## config.mk

```make
export PLATFORM = sky130hd
export DESIGN_NAME = vga_stream_timing_flat
export DESIGN_NICKNAME = d
export VERILOG_FILES = /design/src/rtl/vga_stream_timing_if.sv /design/src/rtl/vga_stream_timing.sv /design/src/flat_wrapper.sv
export SDC_FILE = /design/constraint.sdc
export NUM_CORES = 1
export LEC_CHECK = 0
export CAP_MARGIN = 10
export CORE_MARGIN = 8
export CORE_UTILIZATION = 35
export DETAILED_ROUTE_END_ITERATION = 16
export GPL_TIMING_DRIVEN = 0
export PLACE_DENSITY_LB_ADDON = 0.08
export SYNTH_ARGS = -nofsm -noshare
export SYNTH_HDL_FRONTEND = slang
export SYNTH_SLANG_ARGS = --single-unit
```

## constraint.sdc

```tcl
create_clock -name pixel_clk -period 2.6 [get_ports pixel_clk]
set_clock_uncertainty 0.1 [all_clocks]
set_input_delay 0.52 -clock pixel_clk [delete_from_list [all_inputs] [get_ports pixel_clk]]
set_output_delay 0.52 -clock pixel_clk [all_outputs]
set_load 0.02 [all_outputs]
```

## src/rtl/vga_stream_timing_if.sv

```systemverilog
// Pixel stream between the framebuffer reader (master) and the timing generator (slave).
interface vga_stream_timing_if #(
   parameter int RGB_W = 24
);
   logic [RGB_W-1:0] pix_data;
   logic             pix_valid;
   logic             pix_ready;

   modport master (output pix_data, output pix_valid, input pix_ready);
   modport slave  (input pix_data, input pix_valid, output pix_ready);
endinterface

```

## src/rtl/vga_stream_timing.sv

```systemverilog
// Parametrised VGA/LCD timing generator pulling pixels from a valid/ready stream.
// Optional macro VGA_STREAM_PATTERN_EN: underflow pixels show a 16-pixel grid instead of black.
module vga_stream_timing #(
   parameter int   HDISP  = 800,
   parameter int   VDISP  = 480,
   parameter int   HFP    = 40,
   parameter int   HPULSE = 48,
   parameter int   HBP    = 40,
   parameter int   VFP    = 13,
   parameter int   VPULSE = 3,
   parameter int   VBP    = 29,
   parameter logic HS_POL = 1'b0,
   parameter logic VS_POL = 1'b0,
   parameter int   RGB_W  = 24,
   localparam int  XW     = (HDISP > 1) ? $clog2(HDISP) : 1,
   localparam int  YW     = (VDISP > 1) ? $clog2(VDISP) : 1
) (
   input  logic                pixel_clk,
   input  logic                pixel_rst,
   vga_stream_timing_if.slave  pix,
   output logic                HS,
   output logic                VS,
   output logic                BLANK,
   output logic [RGB_W-1:0]    RGB,
   output logic [XW-1:0]       x_pos,
   output logic [YW-1:0]       y_pos,
   output logic                frame_start,
   output logic                underflow
);

   localparam int HTOT = HFP + HPULSE + HBP + HDISP;
   localparam int VTOT = VFP + VPULSE + VBP + VDISP;
   localparam int HW   = $clog2(HTOT);
   localparam int VW   = $clog2(VTOT);

   localparam logic [HW-1:0] H_LAST   = HW'(HTOT - 1);
   localparam logic [HW-1:0] H_START  = HW'(HTOT - HDISP);
   localparam logic [HW-1:0] HP_BEGIN = HW'(HFP);
   localparam logic [HW-1:0] HP_END   = HW'(HFP + HPULSE);
   localparam logic [VW-1:0] V_LAST   = VW'(VTOT - 1);
   localparam logic [VW-1:0] V_START  = VW'(VTOT - VDISP);
   localparam logic [VW-1:0] VP_BEGIN = VW'(VFP);
   localparam logic [VW-1:0] VP_END   = VW'(VFP + VPULSE);

   if (HDISP < 1 || VDISP < 1 || HFP < 1 || HPULSE < 1 || HBP < 1 ||
       VFP < 1 || VPULSE < 1 || VBP < 1) begin : g_bad_param
      $error("vga_stream_timing: porch, pulse and display parameters must be >= 1");
   end

   logic [HW-1:0]    h_cnt;
   logic [VW-1:0]    v_cnt;
   logic             active;
   logic             h_pulse;
   logic             v_pulse;
   logic [RGB_W-1:0] fill;

   // NOTE: all sequential state is assigned with <= so every register samples pre-edge values.
   always_ff @(posedge pixel_clk) begin
      if (pixel_rst) begin
         h_cnt <= '0;
         v_cnt <= '0;
      end else if (h_cnt == H_LAST) begin
         h_cnt <= '0;
         v_cnt <= (v_cnt == V_LAST) ? '0 : v_cnt + 1'b1;
      end else begin
         h_cnt <= h_cnt + 1'b1;
      end
   end

   // Gated by reset so the source never sees a request while timing is restarting.
   assign active  = (h_cnt >= H_START) && (v_cnt >= V_START) && !pixel_rst;
   assign h_pulse = (h_cnt >= HP_BEGIN) && (h_cnt < HP_END);
   assign v_pulse = (v_cnt >= VP_BEGIN) && (v_cnt < VP_END);

   assign pix.pix_ready = active;
   assign x_pos = active ? XW'(h_cnt - H_START) : '0;
   assign y_pos = active ? YW'(v_cnt - V_START) : '0;

`ifdef VGA_STREAM_PATTERN_EN
   localparam int XPW = (XW < 4) ? XW : 4;
   localparam int YPW = (YW < 4) ? YW : 4;
   logic grid;

   // Low nibble zero means the coordinate is a multiple of 16.
   assign grid = (x_pos[XPW-1:0] == '0) || (y_pos[YPW-1:0] == '0);
   assign fill = {RGB_W{grid}};
`else
   assign fill = '0;
`endif

   always_ff @(posedge pixel_clk) begin
      if (pixel_rst) begin
         HS          <= ~HS_POL;
         VS          <= ~VS_POL;
         BLANK       <= 1'b0;
         RGB         <= '0;
         frame_start <= 1'b0;
         underflow   <= 1'b0;
      end else begin
         HS          <= h_pulse ? HS_POL : ~HS_POL;
         VS          <= v_pulse ? VS_POL : ~VS_POL;
         BLANK       <= active;
         frame_start <= (h_cnt == '0) && (v_cnt == '0);
         if (active && !pix.pix_valid) begin
            underflow <= 1'b1;
         end
         if (!active) begin
            RGB <= '0;
         end else if (pix.pix_valid) begin
            RGB <= pix.pix_data;
         end else begin
            RGB <= fill;
         end
      end
   end

endmodule

```

## src/flat_wrapper.sv

```systemverilog
// flat-port wrapper written by rule: the top's interface ports become plain ports
module vga_stream_timing_flat 
#(
   parameter int   HDISP  = 800,
   parameter int   VDISP  = 480,
   parameter int   HFP    = 40,
   parameter int   HPULSE = 48,
   parameter int   HBP    = 40,
   parameter int   VFP    = 13,
   parameter int   VPULSE = 3,
   parameter int   VBP    = 29,
   parameter logic HS_POL = 1'b0,
   parameter logic VS_POL = 1'b0,
   parameter int   RGB_W  = 24,
   localparam int  XW     = (HDISP > 1) ? $clog2(HDISP) : 1,
   localparam int  YW     = (VDISP > 1) ? $clog2(VDISP) : 1
)
  (pixel_clk, pixel_rst, HS, VS, BLANK, RGB, x_pos, y_pos, frame_start, underflow, pix_pix_data, pix_pix_valid, pix_pix_ready);
  vga_stream_timing_if #(.RGB_W(RGB_W)) pix_i ();
  input  logic pixel_clk;
  input  logic pixel_rst;
  output logic HS;
  output logic VS;
  output logic BLANK;
  output logic [RGB_W-1:0] RGB;
  output logic [XW-1:0] x_pos;
  output logic [YW-1:0] y_pos;
  output logic frame_start;
  output logic underflow;
  input wire logic [$bits(pix_i.pix_data)-1:0] pix_pix_data;
  input wire logic [$bits(pix_i.pix_valid)-1:0] pix_pix_valid;
  output wire logic [$bits(pix_i.pix_ready)-1:0] pix_pix_ready;
  assign pix_i.pix_data = pix_pix_data;
  assign pix_i.pix_valid = pix_pix_valid;
  assign pix_pix_ready = pix_i.pix_ready;
  vga_stream_timing #(.HDISP(HDISP), .VDISP(VDISP), .HFP(HFP), .HPULSE(HPULSE), .HBP(HBP), .VFP(VFP), .VPULSE(VPULSE), .VBP(VBP), .HS_POL(HS_POL), .VS_POL(VS_POL), .RGB_W(RGB_W)) u_core (.pixel_clk(pixel_clk), .pixel_rst(pixel_rst), .pix(pix_i), .HS(HS), .VS(VS), .BLANK(BLANK), .RGB(RGB), .x_pos(x_pos), .y_pos(y_pos), .frame_start(frame_start), .underflow(underflow));
endmodule
```

### Word-level counts from Yosys, hierarchy flattened

Cells that the tools add are included.

| storage, ports and cells | value |
|---|---|
| logic and storage cells | 39 |
| bits of input ports | 27 |
| flip-flop bits (word level) | 49 |

| operators by class | value |
|---|---|
| reduce and logical (&&, ||, !) cells | 12 |
| $lt $le $gt $ge | 6 |
| eq/ne operators | 2 |
| bitwise logic cells | 2 |
| add/sub/neg operators | 4 |
| multiplexer cells | 5 |

Operator list:

| cell | count |
|---|---|
| adder 10 x 1 -> 10 bit, second input constant | 2 |
| == test 10 bit, second input constant | 2 |
| greater-or-equal comparator 10 x 6 -> 1 bit, second input constant | 2 |
| logical NOT 10 bit | 2 |
| two-way mux 10 bit | 2 |
| greater-or-equal comparator 10 x 4 -> 1 bit, second input constant | 1 |
| greater-or-equal comparator 10 x 8 -> 1 bit, second input constant | 1 |
| less-than comparator 10 x 5 -> 1 bit, second input constant | 1 |
| less-than comparator 10 x 7 -> 1 bit, second input constant | 1 |
| subtractor 10 x 8 -> 10 bit, second input constant | 1 |
| two-way mux 9 bit | 1 |
| subtractor 9 x 6 -> 9 bit, second input constant | 1 |
| logical AND 1 bit | 6 |
| OR reduction 3 bit | 1 |
| logical NOT 1 bit | 2 |
| two-way mux 1 bit | 2 |
| NOT 1 bit | 2 |
| OR reduction 2 bit | 1 |

### Longest topological paths before layout

| depth | value |
|---|---|
| word-level depth | 5 |
| depth in mapped cells | 8 |
| depth with buffers taken out | 7 |

### Worst setup path after synthesis

No wires, ideal clock.

| timing path | value |
|---|---|
| kind | register to output |
| start | register u_core.h_cnt[6] |
| end | output port y_pos[5] |
| setup slack | 154 ps |
| data required time | 1980 ps |
| path buffers | 1 |
| arrival | 1826 ps |
| stages on the path, launching flop included | 6 |
| cell sequence | dfxtp_1 -> buf_2 -> or4_1 -> o21ai_2 -> nand3_4 -> nor3_1 |

| between the ends | value |
|---|---|
| cells in the longest elaborated chain, start to end | 4 |

Ends and longest elaborated chain:

| what | line | source |
|---|---|---|
| start: declaration | vga_stream_timing.sv:50 | `logic [HW-1:0] h_cnt;` |
| start signal: assignment | vga_stream_timing.sv:66 | `h_cnt <= h_cnt + 1'b1;` |
| greater-or-equal comparator 10 x 8 -> 1 bit | vga_stream_timing.sv:71 | `assign active = (h_cnt >= H_START) && (v_cnt >= V_START) && !pixel_rst;` |
| logical AND 1 bit (2 in a row) | vga_stream_timing.sv:71 |  |
| two-way mux 9 bit | vga_stream_timing.sv:77 | `assign y_pos = active ? YW'(v_cnt - V_START) : '0;` |
| end: declaration | flat_wrapper.sv:27 | `output logic [YW-1:0] y_pos;` |

Every way passes these cells.

### Worst setup path in the final report

| timing path | value |
|---|---|
| start | register u_core.v_cnt[9] |
| end | output port y_pos[3] |

| between the ends | value |
|---|---|
| cells in the longest elaborated chain, start to end | 4 |

Ends and longest elaborated chain:

| what | line | source |
|---|---|---|
| start: declaration | vga_stream_timing.sv:51 | `logic [VW-1:0] v_cnt;` |
| start signal: assignment | vga_stream_timing.sv:64 | `v_cnt <= (v_cnt == V_LAST) ? '0 : v_cnt + 1'b1;` |
| greater-or-equal comparator 10 x 6 -> 1 bit | vga_stream_timing.sv:71 |  |
| logical AND 1 bit (2 in a row) | vga_stream_timing.sv:71 |  |
| two-way mux 9 bit | vga_stream_timing.sv:77 |  |

Every way passes these cells.

==> flow_summary.json <==
{
  "syn_nets": 281,
  "netlist.area_leader.share": 0.4419,
  "slew_headroom": 0.6139,
  "synthFlopType": "dfxtp_1",
  "clk_pin_slew_worst_paths_ns": 0.10,
  "start_util": 0.3557,
  "drc": 0,
  "hpwlAfterDp_um": 4433,
  "grt_pass1_wl_um": 9818,
  "async_reset_ff_frac": 0,
  "drive_above_1_share": 0.2611,
  "synth.avg_cell_area_um2": 9.060,
  "fmax_ghz": 0.3675,
  "nFillCells": 545,
  "worst_slack_ns": -0.1210,
  "wl_um": 6220,
  "p_per_area_mw_per_mm2": 419.1,
  "synth_area_leaders": "dfxtp_1, and3_1, nor2_1",
  "arrival_ns": 2.10,
  "multi_input_area_mm2": 0.001232,
  "io_buffer_count": 74,
  "netlist_area_mm2": 0.002220,
  "intPower_w": 0.001180,
  "synthCells": 245,
  "report.final.slew_viol_count": 0,
  "finalSetupTns_ns": -1.952,
  "p_leak_nw": 1.486,
  "synth_edf_count": 0,
  "cap_violations": 0,
  "wire_per_inst_um": 15.02,
  "yosys.cell_count.top_type": "dfxtp_1",
  "cts_max_path_buffers": 2,
  "drt-initial-drc-count": 75,
  "synthDistinctLibCells": 39,
  "core_mm2": 0.006241,
  "cts_sinks": 49,
  "grt-ovfl-total": 0,
  "ys_seq_area_frac": 0.4419,
  "power_frac_clock": 0.443,
  "rows": 29,
  "vias_per_cell": 4.855,
  "synth_common_cells": "dfxtp_1, nor2_1, and3_1",
  "cts_tree": "yes",
  "tightest_slew_ns": 0.5714,
  "synth-seq-cells": 49,
  "finalHoldViolations": 0,
  "grt_max_degree": 17,
  "diodes": 0,
  "yosysTopAreaCell": "dfxtp_1",
  "die_w_um": 95.64,
  "h-tree-depth": 2,
  "ir_drop_mv": 0.2430,
  "crit_required_ns": 1.98,
  "drt_first_pass_iters": 4,
  "crit_path_start_kind": "flop",
  "fp.dieH_um": 95.64,
  "ys_warn_count": 0,
  "nets": 372,
  "end_kind": "primary output",
  "fin_crit_ns": 2.721,
  "timing.hold.ws_ns": 0.3730,
  "grt_pass1_vias": 1889,
  "p_comb_frac": 0.046,
  "worstHoldPathType": "reg -> reg",
  "critPathKind": "reg -> out",
  "p_seq_frac": 0.511,
  "clk_latency_ns": 0.31,
  "outcome": "finished, violations left",
  "postCtsHoldBufs": 0,
  "die-area_mm2": 0.009146,
  "fin_crit_sh": 1.047,
  "dr_total_vias": 2010,
  "grt_use_total": 0.1370,
  "numCtsBuffers": 5,
  "cts_root_buf": "clkbuf_8",
  "regArea_mm2": 0.001005,
  "gp_congestion": 0.8329,
  "crit_fanout": 7,
  "io_pins": 76,
  "rsz0062_at_grt": "yes",
  "setup_viol": 20,
  "area_growth_pct": 59.19,
  "antenna_left": 0,
  "switchingPower_w": 0.0003004,
  "antenna_found_initial": 0,
  "switching_share": 0.2029,
  "violations": "negative setup slack"
}
## logic make-up (layout without fill, tap and decap cells)
logic type / after synthesis / after routing / synth area share
and+or+nand+nor: 120 / 120 / 0.3016
AOI/OAI and AO/OA: 17 / 17 / 0.05355
adders and majority gates: 9 / 9 / 0.05073
xor gates and xnor gates: 20 / 20 / 0.07892
buffers and inverters: 28 / 120 / 0.06426
muxes: 2 / 2 / 0.009020
DFF: 49 / 49 / 0.4419
## sequential cells by signal (all words and copies together), names as in the netlist
register            cells
u_core.v_cnt           10
u_core.BLANK            1
u_core.VS               1
u_core.underflow        1
u_core.frame_start      1
u_core.RGB             24
u_core.h_cnt           10
u_core.HS               1
## power groups by stage
stage / logic (W) / clock network, W / registers, W
after global routing: 0.0000747 / 0.000711 / 0.000758
final: 0.0000688 / 0.000656 / 0.000756
after floorplan: 0.0000203 / 0 / 0.000778
after global placement: 0.0000700 / 0 / 0.000777
after detailed placement: 0.0000702 / 0 / 0.000777
after CTS: 0.0000691 / 0.000676 / 0.000758
## what timing repair did
item | CTS | global route
gates resized for setup | 158 | 24
setup buffers | 8 | 8
setup endpoints to repair | 20 | 20
pin swaps | 8 | 6
cloned | 1 | 0
## path summary, 6_finish.rpt
check	from	slack [ns]	cells after the start	endpoint
worst max register to register	u_core.h_cnt[8]$_SDFF_PP0_	0.39	5	u_core.v_cnt[3]$_SDFFE_PP0P_
worst min register to register	u_core.underflow$_SDFFE_PP0P_	0.37	1	u_core.underflow$_SDFFE_PP0P_
worst min-delay path	u_core.underflow$_SDFFE_PP0P_	0.37	1	u_core.underflow$_SDFFE_PP0P_
worst max-delay path	u_core.v_cnt[9]$_SDFFE_PP0P_	-0.12	7	y_pos[3]
## worst max-delay path, cell delays in order (launching register included)
cell     delay (ns)
dfxtp_4        0.36
or4_4          0.51
a311o_1        0.33
nand3_4        0.13
buf_12         0.15
buf_12         0.14
nor2_4         0.04
buf_6          0.13
## through the flow
stage | total power [W] | std cells | instance area (um^2) | setup WS (ns) | utilization
finish | 0.001481 | 414 | 3533 | -0.1210 | 0.5662
global route | 0.001544 | 414 | 3533 | -0.1922 | 0.5662
global placement | 0.0008469 | 396 | 3057 | -0.4296 | 0.4898
CTS | 0.001503 | 407 | 3400 | -0.1499 | 0.5447
detailed placement | 0.0008471 | 396 | 3057 | -0.4392 | 0.4898
floorplan | 0.0007984 | 245 | 2220 | 0.1537 | -
## placed cells by master (no fill, tap or decap), drive strengths merged
master	netlist	layout
clkdlybuf4s50	0	54
nand3	7	7
or4b	1	1
and2	8	8
o21a	1	1
nand3b	3	3
mux2i	2	2
o21ai	6	6
dfxtp	49	49
or4	2	2
xor2	8	8
and3	26	26
ha	9	9
nand4bb	1	1
nor3	9	9
or3	1	1
inv	11	12
a21boi	1	1
nor4	8	8
and4	3	3
o221ai	1	1
bufinv	0	2
a311o	1	1
o211a	2	2
nand2b	1	1
a21oi	3	3
nor2	32	32
a211oi	1	1
o2bb2ai	1	1
buf	8	42
nor4bb	1	1
nand4	8	8
xnor2	12	12
clkbuf	9	10
nor2b	1	1
nand2	8	8
## final cells by class
type	count	area share
Multi-Input combinational cell	168	0.3488
Buffer	10	0.02018
Inverter	11	0.01593
Tap cell	77	0.02727
Timing Repair Buffer	91	0.2645
Sequential cell	49	0.2843
Clock inverter	3	0.01948
Clock buffer	5	0.01948
## per-layer routing
layer	share of wire	track usage	vias up
li1	-	-	1019
met5	0	0	-
met4	0.011	0.04994	0
met3	0.077	0.03386	7
met2	0.44	0.2166	75
met1	0.47	0.1760	909
No activity file was read; power rests on OpenSTA's default activity.
